## src/rtl/morse_pkg.sv

```systemverilog
// -----------------------------------------------------------------------------
// morse_pkg
// Shared definitions for the Morse transmit path.
//   - letter code constants (A = 0 ... Z = 25, 26 = word space)
//   - encoder state enumeration
//   - duration multipliers, in Morse units, for each keyed/gap period
//   - ROM entry layout {len, pat}: pat is MSB-first, bit = 1 means dash
// Optional feature macro used by the encoder: MORSE_ERR_EN.
// -----------------------------------------------------------------------------
package morse_pkg;

  localparam logic [4:0] LTR_A     = 5'd0;
  localparam logic [4:0] LTR_SPACE = 5'd26;

  typedef enum logic [2:0] {
    IDLE,
    MARK,
    SYM_GAP,
    CHAR_GAP,
    WORD_GAP
  } state_t;

  localparam int unsigned MUL_DOT      = 1;
  localparam int unsigned MUL_DASH     = 3;
  localparam int unsigned MUL_SYM_GAP  = 1;
  localparam int unsigned MUL_CHAR_GAP = 3;
  // Word gap follows a character gap, so 3 + 4 = 7 units of silence total.
  localparam int unsigned MUL_WORD_GAP = 4;

  typedef struct packed {
    logic [2:0] len;
    logic [3:0] pat;
  } morse_sym_t;

  // Length of the current state in Morse units; 'dash' selects the mark length.
  function automatic int unsigned state_units(input state_t st, input logic dash);
    int unsigned u;
    u = 1;
    case (st)
      MARK:     u = dash ? MUL_DASH : MUL_DOT;
      SYM_GAP:  u = MUL_SYM_GAP;
      CHAR_GAP: u = MUL_CHAR_GAP;
      WORD_GAP: u = MUL_WORD_GAP;
      default:  u = 1;
    endcase
    return u;
  endfunction

endpackage

```

## src/rtl/morse_rom.sv

```systemverilog
// -----------------------------------------------------------------------------
// morse_rom
// Combinational letter-code to Morse pattern lookup.
// Ports:
//   code  in   5  letter code (0..25 = A..Z)
//   sym   out  7  {len[2:0], pat[3:0]}; pat MSB-first, 1 = dash.
//                 Any code outside A..Z (including the word space) gives len 0.
// -----------------------------------------------------------------------------
module morse_rom
  import morse_pkg::*;
(
  input  logic [4:0] code,
  output morse_sym_t sym
);

  always_comb begin
    sym = '0;
    case (code)
      LTR_A: sym = {3'd2, 4'b0100};  // .-
      5'd1:  sym = {3'd4, 4'b1000};  // -...
      5'd2:  sym = {3'd4, 4'b1010};  // -.-.
      5'd3:  sym = {3'd3, 4'b1000};  // -..
      5'd4:  sym = {3'd1, 4'b0000};  // .
      5'd5:  sym = {3'd4, 4'b0010};  // ..-.
      5'd6:  sym = {3'd3, 4'b1100};  // --.
      5'd7:  sym = {3'd4, 4'b0000};  // ....
      5'd8:  sym = {3'd2, 4'b0000};  // ..
      5'd9:  sym = {3'd4, 4'b0111};  // .---
      5'd10: sym = {3'd3, 4'b1010};  // -.-
      5'd11: sym = {3'd4, 4'b0100};  // .-..
      5'd12: sym = {3'd2, 4'b1100};  // --
      5'd13: sym = {3'd2, 4'b1000};  // -.
      5'd14: sym = {3'd3, 4'b1110};  // ---
      5'd15: sym = {3'd4, 4'b0110};  // .--.
      5'd16: sym = {3'd4, 4'b1101};  // --.-
      5'd17: sym = {3'd3, 4'b0100};  // .-.
      5'd18: sym = {3'd3, 4'b0000};  // ...
      5'd19: sym = {3'd1, 4'b1000};  // -
      5'd20: sym = {3'd3, 4'b0010};  // ..-
      5'd21: sym = {3'd4, 4'b0001};  // ...-
      5'd22: sym = {3'd3, 4'b0110};  // .--
      5'd23: sym = {3'd4, 4'b1001};  // -..-
      5'd24: sym = {3'd4, 4'b1011};  // -.--
      5'd25: sym = {3'd4, 4'b1100};  // --..
      default: sym = '0;
    endcase
  end

endmodule

```

## src/rtl/morse_encoder.sv

```systemverilog
// -----------------------------------------------------------------------------
// morse_encoder
// Converts letter codes into an on/off keyed Morse stream.
// Timing unit is UNIT_CYCLES clocks: dot 1U, dash 3U, symbol gap 1U,
// character gap 3U, extra word gap 4U (7U of silence after a letter).
// Ports:
//   clk     in   1  system clock (posedge)
//   rst     in   1  synchronous active-high reset
//   valid   in   1  letter presented
//   letter  in   5  0..25 = A..Z, 26 = word space, 27..31 = invalid
//   ready   out  1  letter accepted this cycle if valid
//   out     out  1  keyed stream, 1 = mark (registered)
//   busy    out  1  state is not IDLE
//   err     out  1  (only with MORSE_ERR_EN) one-cycle pulse after an
//                   invalid code is accepted
// Optional feature macro: MORSE_ERR_EN.
// -----------------------------------------------------------------------------
module morse_encoder
  import morse_pkg::*;
#(
  parameter int UNIT_CYCLES = 1,
  parameter int CNT_W       = $clog2(3*UNIT_CYCLES+1)
) (
  input  logic       clk,
  input  logic       rst,
  input  logic       valid,
  input  logic [4:0] letter,
  output logic       ready,
  output logic       out,
  output logic       busy
`ifdef MORSE_ERR_EN
  ,
  output logic       err
`endif
);

  // The word gap lasts 4U, which can exceed what CNT_W holds for some U,
  // so the counter is widened when needed.
  localparam int NEED_W = (MUL_WORD_GAP*UNIT_CYCLES > 1) ? $clog2(MUL_WORD_GAP*UNIT_CYCLES) : 1;
  localparam int CW     = (CNT_W > NEED_W) ? CNT_W : NEED_W;

  state_t         state_reg, state_next;
  logic [CW-1:0]  cnt_reg, cnt_next;
  logic [3:0]     pat_reg, pat_next;
  logic [2:0]     len_reg, len_next;
  logic           out_reg;

  morse_sym_t     sym;
  logic           accept;
  logic           last_cycle;
  logic           ready_int;
  logic [CW-1:0]  dur_m1;

  morse_rom u_rom (
    .code (letter),
    .sym  (sym)
  );

  // Final count of the current state; pat_reg[3] is always the symbol being keyed.
  assign dur_m1     = CW'(state_units(state_reg, pat_reg[3]) * UNIT_CYCLES - 1);
  assign last_cycle = (cnt_reg == dur_m1);

  // Opening ready in the final gap cycle lets back-to-back letters see exactly
  // 3U / 7U of silence. ready is held low while reset is asserted.
  assign ready_int = (state_reg == IDLE) ||
                     (((state_reg == CHAR_GAP) || (state_reg == WORD_GAP)) && last_cycle);
  assign ready     = ready_int && !rst;
  assign accept    = valid && ready;

  always_comb begin
    state_next = state_reg;
    cnt_next   = cnt_reg + CW'(1);
    pat_next   = pat_reg;
    len_next   = len_reg;

    case (state_reg)
      IDLE: begin
        cnt_next = '0;
      end
      MARK: begin
        if (last_cycle) begin
          cnt_next = '0;
          if (len_reg > 3'd1) begin
            state_next = SYM_GAP;
            pat_next   = pat_reg << 1;
            len_next   = len_reg - 3'd1;
          end else begin
            state_next = CHAR_GAP;
          end
        end
      end
      SYM_GAP: begin
        if (last_cycle) begin
          cnt_next   = '0;
          state_next = MARK;
        end
      end
      CHAR_GAP, WORD_GAP: begin
        if (last_cycle) begin
          cnt_next   = '0;
          state_next = IDLE;
        end
      end
      default: begin
        cnt_next   = '0;
        state_next = IDLE;
      end
    endcase

    // An accept overrides the normal exit of IDLE or a finishing gap.
    if (accept) begin
      cnt_next = '0;
      pat_next = sym.pat;
      len_next = sym.len;
      if (letter == LTR_SPACE) begin
        state_next = WORD_GAP;
      end else if (sym.len != 3'd0) begin
        state_next = MARK;
      end else begin
        state_next = IDLE;
      end
    end
  end

  always_ff @(posedge clk) begin
    if (rst) begin
      state_reg <= IDLE;
      cnt_reg   <= '0;
      pat_reg   <= '0;
      len_reg   <= '0;
      out_reg   <= 1'b0;
    end else begin
      state_reg <= state_next;
      cnt_reg   <= cnt_next;
      pat_reg   <= pat_next;
      len_reg   <= len_next;
      out_reg   <= (state_next == MARK);
    end
  end

  assign out  = out_reg;
  assign busy = (state_reg != IDLE);

`ifdef MORSE_ERR_EN
  logic err_reg;

  // Invalid codes have len 0 and are not the word space.
  always_ff @(posedge clk) begin
    if (rst) begin
      err_reg <= 1'b0;
    end else begin
      err_reg <= accept && (letter != LTR_SPACE) && (sym.len == 3'd0);
    end
  end

  assign err = err_reg;
`endif

endmodule

```

## config.mk

```make
export PLATFORM = sky130hd
export DESIGN_NAME = morse_encoder
export DESIGN_NICKNAME = d
export VERILOG_FILES = /design/src/rtl/morse_pkg.sv /design/src/rtl/morse_rom.sv /design/src/rtl/morse_encoder.sv
export SDC_FILE = /design/constraint.sdc
export NUM_CORES = 1
export LEC_CHECK = 0
export CAP_MARGIN = 10
export CORE_MARGIN = 8
export CORE_UTILIZATION = 45
export DETAILED_ROUTE_END_ITERATION = 12
export REMOVE_ABC_BUFFERS = 1
export SETUP_SLACK_MARGIN = 0.4
export SYNTH_ARGS = -nofsm -noshare
export SYNTH_HDL_FRONTEND = slang
export SYNTH_HIERARCHICAL = 1
export SYNTH_SLANG_ARGS = --single-unit
```

## constraint.sdc

```tcl
create_clock -name clk -period 5.1 [get_ports clk]
set_input_delay 1.02 -clock clk [delete_from_list [all_inputs] [get_ports clk]]
set_output_delay 1.02 -clock clk [all_outputs]
set_load 0.05 [all_outputs]
```

==> reports/qor.csv, run 1 <==
stage;metric;value;unit
outcome;status;finished clean;
place;area of placed instances;1390;µm²
logic_synthesis;top-area cell type share of the netlist area;19.6;%
clock_network;CTS Hold Bufs;0;
setup_path;CP most frequent cell;clkdlybuf4s50_1;
sta;Final period util;74.0;%
sta;Peak Freq;0.265;GHz
clock_network;H-tree Lvls;1;
setup_path;startpoint types;input port;
logic_synthesis;commonest cells in the netlist;17 x nor2_1, 13 x dfxtp_1, 10 x inv_1;
cells_and_area;max FFs per register;4;
cells_and_area;Area Overhead vs Synth;6.40;%
setup_path;critical path class;input port to primary output;
setup_path;slowest CP cell;clkdlybuf4s50_1;
power_and_ir_drop;clock share of power;21.1;%
cells_and_area;antenna cells;0;
cells_and_area;share of layout cells above drive strength 1;11.7;%
logic_synthesis;Mapped Area;1330;µm²
floorplan;core area;2780;µm²
setup_path;Worst setup EP type;primary output;
global_route;antenna violations before repair;0;
place;Place WS;1260;ps
logic_synthesis;post-synth top area cell;dfxtp_1;
sta;min setup slack post-route;1320;ps
power_and_ir_drop;sequential power share;39.1;%
logic_synthesis;EDFF count, synth;0;
setup_path;worst path bufs/invs;2;
sta;max-slew violation count;0;
setup_path;FF-to-FF Start;len_reg[1];
logic_synthesis;adder-cell share of the synthesized area;8.47;%
logic_synthesis;most common cell in the netlist;nor2_1;
logic_synthesis;Synth Warn #;6;
logic_synthesis;Top FF cell, synth;dfxtp_1;
setup_path;max incr delay on CP;820;ps
global_route;first-pass GRT wire length;4970;µm
power_and_ir_drop;switching share of power;37.1;%
place;DP HPWL;2190;µm
power_and_ir_drop;Switch Pwr;113;µW
logic_synthesis;register area share after synthesis;19.6;%
clock_network;Setup Fix Bufs, Post-CTS;0;
logic_synthesis;Mapped Cells;162;
setup_path;reg-to-reg endpoint;len_reg[1];
logic_synthesis;post-synthesis mux area share;4.80;%
floorplan;Die H;70.3;µm
power_and_ir_drop;Comb power frac;39.7;%
logic_synthesis;Compound-Gate Fraction of Synth Area;26.9;%
place;GP Congestion;0.839;
global_route;largest net degree at the start of global routing;22;
global_route;grt total ovfl;0;
cells_and_area;fin nets;181;
global_route;vias in the first global route;1133;
logic_synthesis;ranking of synthesized cells by area;dfxtp_1 20%, ha_1 8.5%, nor2_1 4.8%;
logic_synthesis;largest family of logic cells by synthesized area;simple AND/OR/NAND/NOR gates;
setup_path;worst-path maximum fanout;17;
setup_path;CP Cell Sequence;clkdlybuf4s50_1 > nor2b_1 > clkdlybuf4s50_1;
logic_synthesis;Synth Area in Simple Gates;27.9;%
global_route;met1 Use GR;13.4;%
hold_path;Hold Crit Depth;2;
cells_and_area;cell area after layout;1410;µm²
route;Routed Antenna Nets;0;
job;max-cap viol count;0;
setup_path;Crit path max-delay family;buffers and inverters;
route;Routed WL;2860;µm
logic_synthesis;xor and xnor area share after synthesis;2.64;%
power_and_ir_drop;Pint;191;µW
setup_path;CP required;4080;ps
floorplan;Ports;11;
clock_network;Bufs on Longest Clock Path;2;
clock_network;Reg clk slew, reported paths;70;ps
global_route;all-layer global routing usage;11.6;%
setup_path;Reg2Reg Depth;7;
place;number of port buffers;10;
route;DR iter-0 viols;54;
floorplan;Total Die Area;4950;µm²
global_route;met2 Track Usage GR;20.2;%
setup_path;Worst EP arrival;2760;ps
cells_and_area;fill count;271;
floorplan;# rows;19;
sta;setup TNS;0;ps
floorplan;Initial Util;47.8;%
setup_path;flop2flop setup slack;2950;ps
route;via count;1196;
sta;RSZ-0062 raised after global routing;no;
hold_path;Min-Delay Endpoint;pat_reg[2];
clock_network;Root Driver;clkbuf_4;
clock_network;CTS Buf Count;3;
clock_network;clk_lat worst skew;280;ps
power_and_ir_drop;peak supply drop;0.000179;V
sta;Final Hold Violating Endpoints;0;
hold_path;HP Class;register to register;
route;drt pass-1 iters;4;
logic_synthesis;synth unique cells;55;
sta;clk_skew;5.63;ps
hold_path;hold_sp;pat_reg[2];
sta;final-report setup violation count;0;
route;routed length per placed instance;14.8;µm
power_and_ir_drop;pwr/cell area;215;nW/µm²
floorplan;Die X;70.3;µm
route;vias per cell;6.16;
clock_network;clk sinks;13;
logic_synthesis;number of synthesized register bits;13;
sta;post-layout min period;3780;ps
sta;Worst Max-Slew Pin Slew;705;ps
global_route;met3 GRT Util;1.55;%
logic_synthesis;async set-reset flop share out of synthesis;0;%
global_route;most used routing layer;met2;
clock_network;post-CTS resize count;0;
clock_network;CTS tree;built;
route;# DRC;0;
logic_synthesis;mean post-synth cell area;8.20;µm²
sta;Slew headroom;52.9;%
power_and_ir_drop;Pleak;0.000505;µW
## kinds of logic after synthesis
kind of cell	count (synthesis)
AOI/OAI and AO/OA	43
xor gates and xnor gates	4
adders and majority gates	9
buffers and inverters	26
DFF	13
muxes	5
and+or+nand+nor	62
## routing by layer
layer	up-vias	wire, µm
li1	600	-
met1	564	1300
met2	27	1430
met3	5	68
met4	0	60
met5	-	0
## cell usage in the layout, fill, tap and decap left out, types with 2 or more instances in the layout
cell / instances
dfxtp_1: 13
nand2b_1: 4
nand2_1: 9
nor2_1: 17
o21bai_1: 2
nand4b_1: 4
clkdlybuf4s50_1: 10
a21oi_1: 5
a31oi_1: 4
xnor2_1: 3
nor4b_1: 4
clkbuf_4: 3
a22oi_1: 2
or4_1: 2
o32ai_1: 2
ha_1: 9
a32oi_1: 3
nor2b_1: 6
nand3_1: 3
o21ai_1: 4
a211o_1: 2
a211oi_1: 3
inv_1: 10
mux2i_1: 3
nor3b_1: 2
a221oi_1: 2
o21ai_0: 4
inv_2: 2
## power groups by stage
stage | Combinational (µW) | Clock, µW | Sequential, µW
2_1_floorplan | 80.2 | 0 | 123
3_3_place_gp | 120 | 0 | 121
3_5_place_dp | 121 | 0 | 121
4_1_cts | 121 | 66.0 | 119
5_1_grt | 134 | 71.2 | 121
6_report | 121 | 64.2 | 119
## through the flow
step / total power [µW] / std cells / util [%] / hold slack [ps]
5_1_grt: 326 / 194 / 50.8 / 490
6_report: 304 / 194 / 50.8 / 465
3_5_place_dp: 242 / 190 / 49.9 / 458
2_1_floorplan: 203 / 149 / - / 437
3_3_place_gp: 241 / 190 / 49.9 / 456
4_1_cts: 306 / 194 / 50.8 / 469
## final cells by class
cell class / count / area, µm² / share of cell area [%]
sequential: 13 / 260 / 18.4
multi-input combinational: 123 / 940 / 66.5
clock buffer: 4 / 26.3 / 1.86
timing repair buffer: 10 / 100 / 7.08
tap: 31 / 38.8 / 2.74
inverter: 13 / 48.8 / 3.45
## tightest hold or removal path, cell delays in order, from the launching register on
cell and delay [ps]:
dfxtp_1 310, nand3_1 60, a21oi_1 50
## worst max path at each step
stage | from | to | slack [ps] | cells past startpoint
2_1_floorplan | state_reg[2] | ready | 2160 | 3
3_3_place_gp | rst | ready | 1350 | 3
3_5_place_dp | letter[0] | out | 1260 | 10
4_1_cts | rst | ready | 1330 | 3
5_1_grt | letter[0] | out | 1180 | 10
6_report | rst | ready | 1320 | 3
Note: power is estimated with default switching activity, not from simulation.
==> run 2: changes to the inputs <==
==> constraint.sdc (replaced) <==
create_clock -name clk -period 3.8 [get_ports clk]
set_input_delay 0.76 -clock clk [delete_from_list [all_inputs] [get_ports clk]]
set_output_delay 0.76 -clock clk [all_outputs]
set_load 0.05 [all_outputs]
==> reports/qor.csv, run 2 (same netlist as run 1, synthesis figures left out) <==
stage;metric;value;unit;change
outcome;status;finished clean;;
route;Routed Antenna Nets;0;;unchanged
cells_and_area;fill count;283;;+4.4%
power_and_ir_drop;Pint;260;µW;+36%
power_and_ir_drop;peak supply drop;0.000193;V;+7.6%
sta;min setup slack post-route;711;ps;-614 ps
clock_network;CTS tree;built;;
route;via count;1191;;-0.42%
clock_network;clk_lat worst skew;280;ps;about the same
sta;Worst Max-Slew Pin Slew;627;ps;-78.0 ps
power_and_ir_drop;switching share of power;36.9;%;-0.17 points
sta;Peak Freq;0.324;GHz;
route;WL met2;1430;µm;+0.14%
sta;setup TNS;0;ps;unchanged
global_route;grt total ovfl;0;;unchanged
route;Met1 Wirelength;1410;µm;+8.5%
power_and_ir_drop;sequential power share;38.8;%;-0.3 points
route;drt pass-1 iters;4;;unchanged
floorplan;Die X;70.3;µm;unchanged
setup_path;Worst EP arrival;2330;ps;-430 ps
global_route;all-layer global routing usage;12.2;%;+0.58 points
place;Place WS;379;ps;-880 ps
floorplan;Ports;11;;unchanged
job;max-cap viol count;0;;unchanged
cells_and_area;max FFs per register;4;;unchanged
sta;RSZ-0062 raised after global routing;no;;
route;top sig layer;met4;;
clock_network;H-tree Lvls;1;;unchanged
floorplan;Die H;70.3;µm;unchanged
floorplan;# rows;19;;unchanged
global_route;first-pass GRT wire length;5200;µm;+4.6%
route;met3 WL;72;µm;+5.9%
global_route;vias in the first global route;1116;;-1.5%
place;number of port buffers;10;;unchanged
clock_network;CTS Buf Count;3;;unchanged
power_and_ir_drop;Comb power frac;40.5;%;+0.8 points
power_and_ir_drop;Pleak;0.000538;µW;+6.6%
sta;post-layout min period;3090;ps;
sta;clk_skew;4.50;ps;-1.13 ps
cells_and_area;fin nets;186;;+2.8%
place;GP Congestion;0.777;;-7.4%
clock_network;Setup Fix Bufs, Post-CTS;0;;unchanged
sta;final-report setup violation count;0;;unchanged
sta;Hold WS;466;ps;+1.30 ps
route;DR iter-0 viols;91;;+69%
sta;Final period util;81.3;%;
route;Routed WL;2960;µm;+3.4%
clock_network;Reg clk slew, reported paths;80;ps;about the same
cells_and_area;Area Overhead vs Synth;9.42;%;
route;# DRC;0;;unchanged
sta;Slew headroom;57.9;%;+5.0 points
global_route;largest net degree at the start of global routing;17;;-23%
floorplan;Total Die Area;4950;µm²;unchanged
route;vias per cell;5.98;;-2.9%
hold_path;HP Class;register to register;;
route;routed length per placed instance;14.9;µm;+0.79%
place;DP HPWL;2290;µm;+4.5%
cells_and_area;commonest cells after routing, fill and taps aside;17 x nor2_1, 13 x dfxtp_1, 10 x inv_1;;
setup_path;CP required;3040;ps;-1040 ps
power_and_ir_drop;Switch Pwr;152;µW;+35%
clock_network;Root Driver;clkbuf_4;;
sta;max-slew violation count;0;;unchanged
clock_network;Bufs on Longest Clock Path;2;;unchanged
cells_and_area;share of layout cells above drive strength 1;14.3;%;+2.6 points
cells_and_area;antenna cells;0;;unchanged
floorplan;core area;2780;µm²;unchanged
global_route;antenna violations before repair;0;;unchanged
floorplan;Initial Util;47.8;%;unchanged
setup_path;critical path class;register to primary output;;
setup_path;startpoint types;register;;
cells_and_area;commonest non-fill, non-tap cell in the layout;nor2_1;;
setup_path;worst-path maximum fanout;10;;-7
sta;Final Hold Violating Endpoints;0;;unchanged
power_and_ir_drop;pwr/cell area;284;nW/µm²;+32%
power_and_ir_drop;clock share of power;20.7;%;-0.4 points
clock_network;clk sinks;13;;unchanged
setup_path;Worst setup EP type;primary output;;
-- run 2: changes by cell type in the layout (fill, tap and decap cells not counted), sizes merged --
cell,before,now
buf,0,5
clkdlybuf4s50,10,9
dlymetal6s2s,0,1
-- run 2: critical path, cell delays in order (launching register included) --
cell and delay, ps:
dfxtp_1 420, or3_2 550, o211ai_2 120, nor2b_1 160, clkdlybuf4s50_1 800
-- run 2: routing by layer --
layer | vias up | track usage (%)
met5 | - | 0
met4 | 0 | 5.80
met3 | 4 | 0.989
met2 | 20 | 20.3
met1 | 557 | 15.2
li1 | 610 | -
-- run 2: path summary, 6_finish.rpt --
check	start	to	slack [ps]	cells after the start
setup reg to reg	len_reg[1]	len_reg[1]	1620	7
hold reg to reg	pat_reg[2]	pat_reg[2]	470	2
setup / recovery	state_reg[2]	ready	710	4
hold / removal	pat_reg[2]	pat_reg[2]	470	2
-- run 2: timing repair --
item / in CTS / in global routing
endpoints found under the setup margin: 0 / 1
gates resized for setup: 0 / 1
hold buffers: 0 / 0
-- run 2: power groups by stage --
stage	sequential, µW	combinational [µW]	clock [µW]
detailed placement	163	167	0
finish	160	167	85.6
floorplan	165	108	0
CTS	160	168	88.3
global route	162	185	97.2
global placement	163	166	0
-- run 2: area by class of cell --
class                   instances  area (µm²)  area share, %
clock buffers                   4        26.3           1.81
well taps                      31        38.8           2.67
inverters                      13        48.8           3.36
multi-input cells             123         940           64.6
repair buffers                 15         140           9.64
flip-flops and latches         13         260           17.9
-- run 2: stage by stage --
| stage | cells | power [µW] | utilization, % | area (µm²) |
|---|---|---|---|---|
| final | 199 | 413 | 52.3 | 1450 |
| after global routing | 199 | 445 | 52.3 | 1450 |
| after CTS | 199 | 416 | 52.2 | 1450 |
| after detailed placement | 195 | 330 | 51.2 | 1430 |
| after global placement | 195 | 328 | 51.2 | 1430 |
| after floorplan | 149 | 272 | - | 1250 |
==> run 3: changes to the inputs <==
==> constraint.sdc (replaced) <==
create_clock -name clk -period 2.97 [get_ports clk]
set_input_delay 0.594 -clock clk [delete_from_list [all_inputs] [get_ports clk]]
set_output_delay 0.594 -clock clk [all_outputs]
set_load 0.05 [all_outputs]
==> reports/qor.csv, run 3 (same netlist as run 1, synthesis figures left out) <==
stage;metric;value;unit;change
outcome;status;finished clean;;
sta;final-report setup violation count;0;;unchanged
setup_path;max incr delay on CP;520;ps;-280 ps
clock_network;Reg clk slew, reported paths;80;ps;about the same
route;Routed WL;3170;µm;+7.2%
place;DP HPWL;2430;µm;+6.0%
route;vias per cell;5.87;;-1.9%
cells_and_area;Area Overhead vs Synth;18.8;%;
place;GP Congestion;0.831;;+6.9%
floorplan;Total Die Area;4950;µm²;unchanged
setup_path;CP Cell Sequence;clkdlybuf4s15_1 > ha_1 > and3_1 > or4_1 > a32oi_2 > o32ai_1 > nor4b_1 > a311oi_1 > nor4b_1;;
sta;post-layout min period;2520;ps;
clock_network;Root Driver;clkbuf_4;;
setup_path;worst path bufs/invs;1;;unchanged
setup_path;worst-path maximum fanout;4;;-6
power_and_ir_drop;peak supply drop;0.000278;V;+44%
setup_path;Crit path max-delay family;simple AND/OR/NAND/NOR gates;;
global_route;grt total ovfl;0;;unchanged
sta;clk_skew;3.34;ps;-1.16 ps
floorplan;core area;2780;µm²;unchanged
clock_network;Bufs on Longest Clock Path;2;;unchanged
route;drt pass-1 iters;4;;unchanged
setup_path;Worst EP arrival;2700;ps;+370 ps
global_route;largest net degree at the start of global routing;16;;-1
setup_path;CP most frequent cell;nor4b_1;;
power_and_ir_drop;pwr/cell area;350;nW/µm²;+23%
sta;Hold WS;468;ps;+1.49 ps
setup_path;CP required;3150;ps;+110 ps
setup_path;slowest CP cell;or4_1;;
route;routed length per placed instance;14.9;µm;+0.12%
route;# DRC;0;;unchanged
sta;Peak Freq;0.398;GHz;
setup_path;FF-to-FF Start;len_reg[1];;
setup_path;reg-to-reg endpoint;len_reg[1];;
global_route;first-pass GRT wire length;5470;µm;+5.3%
place;area of placed instances;1520;µm²;+6.5%
clock_network;H-tree Lvls;1;;unchanged
clock_network;CTS Buf Count;3;;unchanged
setup_path;Reg2Reg Depth;7;;unchanged
cells_and_area;commonest cells after routing, fill and taps aside;17 x nor2_1, 17 x buf_4, 13 x dfxtp_1;;
setup_path;critical path class;input port to register;;
floorplan;# rows;19;;unchanged
setup_path;Worst setup EP type;register;;
sta;setup TNS;0;ps;unchanged
global_route;all-layer global routing usage;13.0;%;+0.86 points
setup_path;flop2flop setup slack;760;ps;-860 ps
route;via count;1250;;+5.0%
hold_path;Hold Crit Depth;2;;unchanged
floorplan;Initial Util;47.8;%;unchanged
place;number of port buffers;10;;unchanged
cells_and_area;antenna cells;0;;unchanged
cells_and_area;fin nets;200;;+7.5%
sta;max-slew violation count;0;;unchanged
clock_network;CTS tree;built;;
power_and_ir_drop;Pleak;0.000611;µW;+14%
global_route;antenna violations before repair;0;;unchanged
route;DR iter-0 viols;100;;+9.9%
global_route;vias in the first global route;1198;;+7.3%
cells_and_area;fill count;276;;-2.5%
hold_path;Min-Delay Endpoint;pat_reg[2];;
cells_and_area;cell area after layout;1580;µm²;+8.6%
hold_path;HP Class;register to register;;
route;Routed Antenna Nets;0;;unchanged
floorplan;Die X;70.3;µm;unchanged
sta;Final Hold Violating Endpoints;0;;unchanged
floorplan;Die H;70.3;µm;unchanged
place;Placed Instances;206;;+5.6%
hold_path;hold_sp;pat_reg[2];;
sta;Slew headroom;56.7;%;-1.2 points
clock_network;CTS Hold Bufs;0;;unchanged
cells_and_area;share of layout cells above drive strength 1;22.0;%;+7.7 points
job;max-cap viol count;0;;unchanged
clock_network;clk sinks;13;;unchanged
sta;RSZ-0062 raised after global routing;yes;;
sta;Worst Max-Slew Pin Slew;645;ps;+17.6 ps
cells_and_area;max FFs per register;4;;unchanged
sta;Final period util;84.7;%;
clock_network;clk_lat worst skew;270;ps;about the same
floorplan;Ports;11;;unchanged
cells_and_area;fin cells;213;;+7.0%
setup_path;startpoint types;input port;;
==> run 3: worst max path at each step <==
stage                       startpoint    end  slack [ps]  depth (start not counted)
final                        letter[0]    out         450                          9
after global routing         letter[1]    out         390                          9
after global placement       letter[0]    out          20                          9
after detailed placement     letter[0]    out        -100                          9
after floorplan           state_reg[2]  ready         460                          3
after CTS                    letter[1]    out         400                          9
==> run 3: timing repair <==
action,CTS,global route
setup endpoints to repair,3,2
buffers inserted,1,2
gates resized for setup,8,1
pin swaps,4,4
==> run 3: stage by stage <==
stage / utilization [%] / worst slack (ps) / power, µW
3_5_place_dp: 54.6 / -99.7 / 440
6_report: 56.8 / 455 / 553
3_3_place_gp: 54.6 / 20.6 / 437
2_1_floorplan: - / 458 / 349
5_1_grt: 56.8 / 385 / 595
4_1_cts: 56.2 / 395 / 555
==> run 3: area by class of cell <==
type                            count  area (µm²)  share of cell area (%)
Multi-Input combinational cell    123         947                    60.0
Sequential cell                    13         260                    16.5
Timing Repair Buffer               29         258                    16.3
Inverter                           13        48.8                    3.09
Tap cell                           31        38.8                    2.46
Clock buffer                        4        26.3                    1.66
==> run 3: worst reg2reg max path, stage by stage (launching register included) <==
cell and delay (ps):
dfxtp_1 380, inv_1 80, ha_1 170, o21bai_1 180
a2111oi_2 580, o31ai_4 230, or4_1 450, nand3_1 90
==> run 3: power by group <==
group / internal [µW] / switching (µW) / leakage [µW] / total (µW)
clock: 52.0 / 57.5 / 0.0000150 / 109
combinational: 110 / 128 / 0.000490 / 238
sequential: 189 / 16.1 / 0.000106 / 205
total: 351 / 202 / 0.000611 / 553
==> run 3: routing by layer <==
layer | vias up | share of wire, % | global-route usage (%) | routed length, µm
li1 | 640 | - | - | -
met1 | 585 | 47 | 15.1 | 1480
met2 | 21 | 50 | 22.1 | 1570
met3 | 4 | 2.6 | 2.26 | 82
met4 | 0 | 1.3 | 6.70 | 42
met5 | - | 0 | 0 | 0
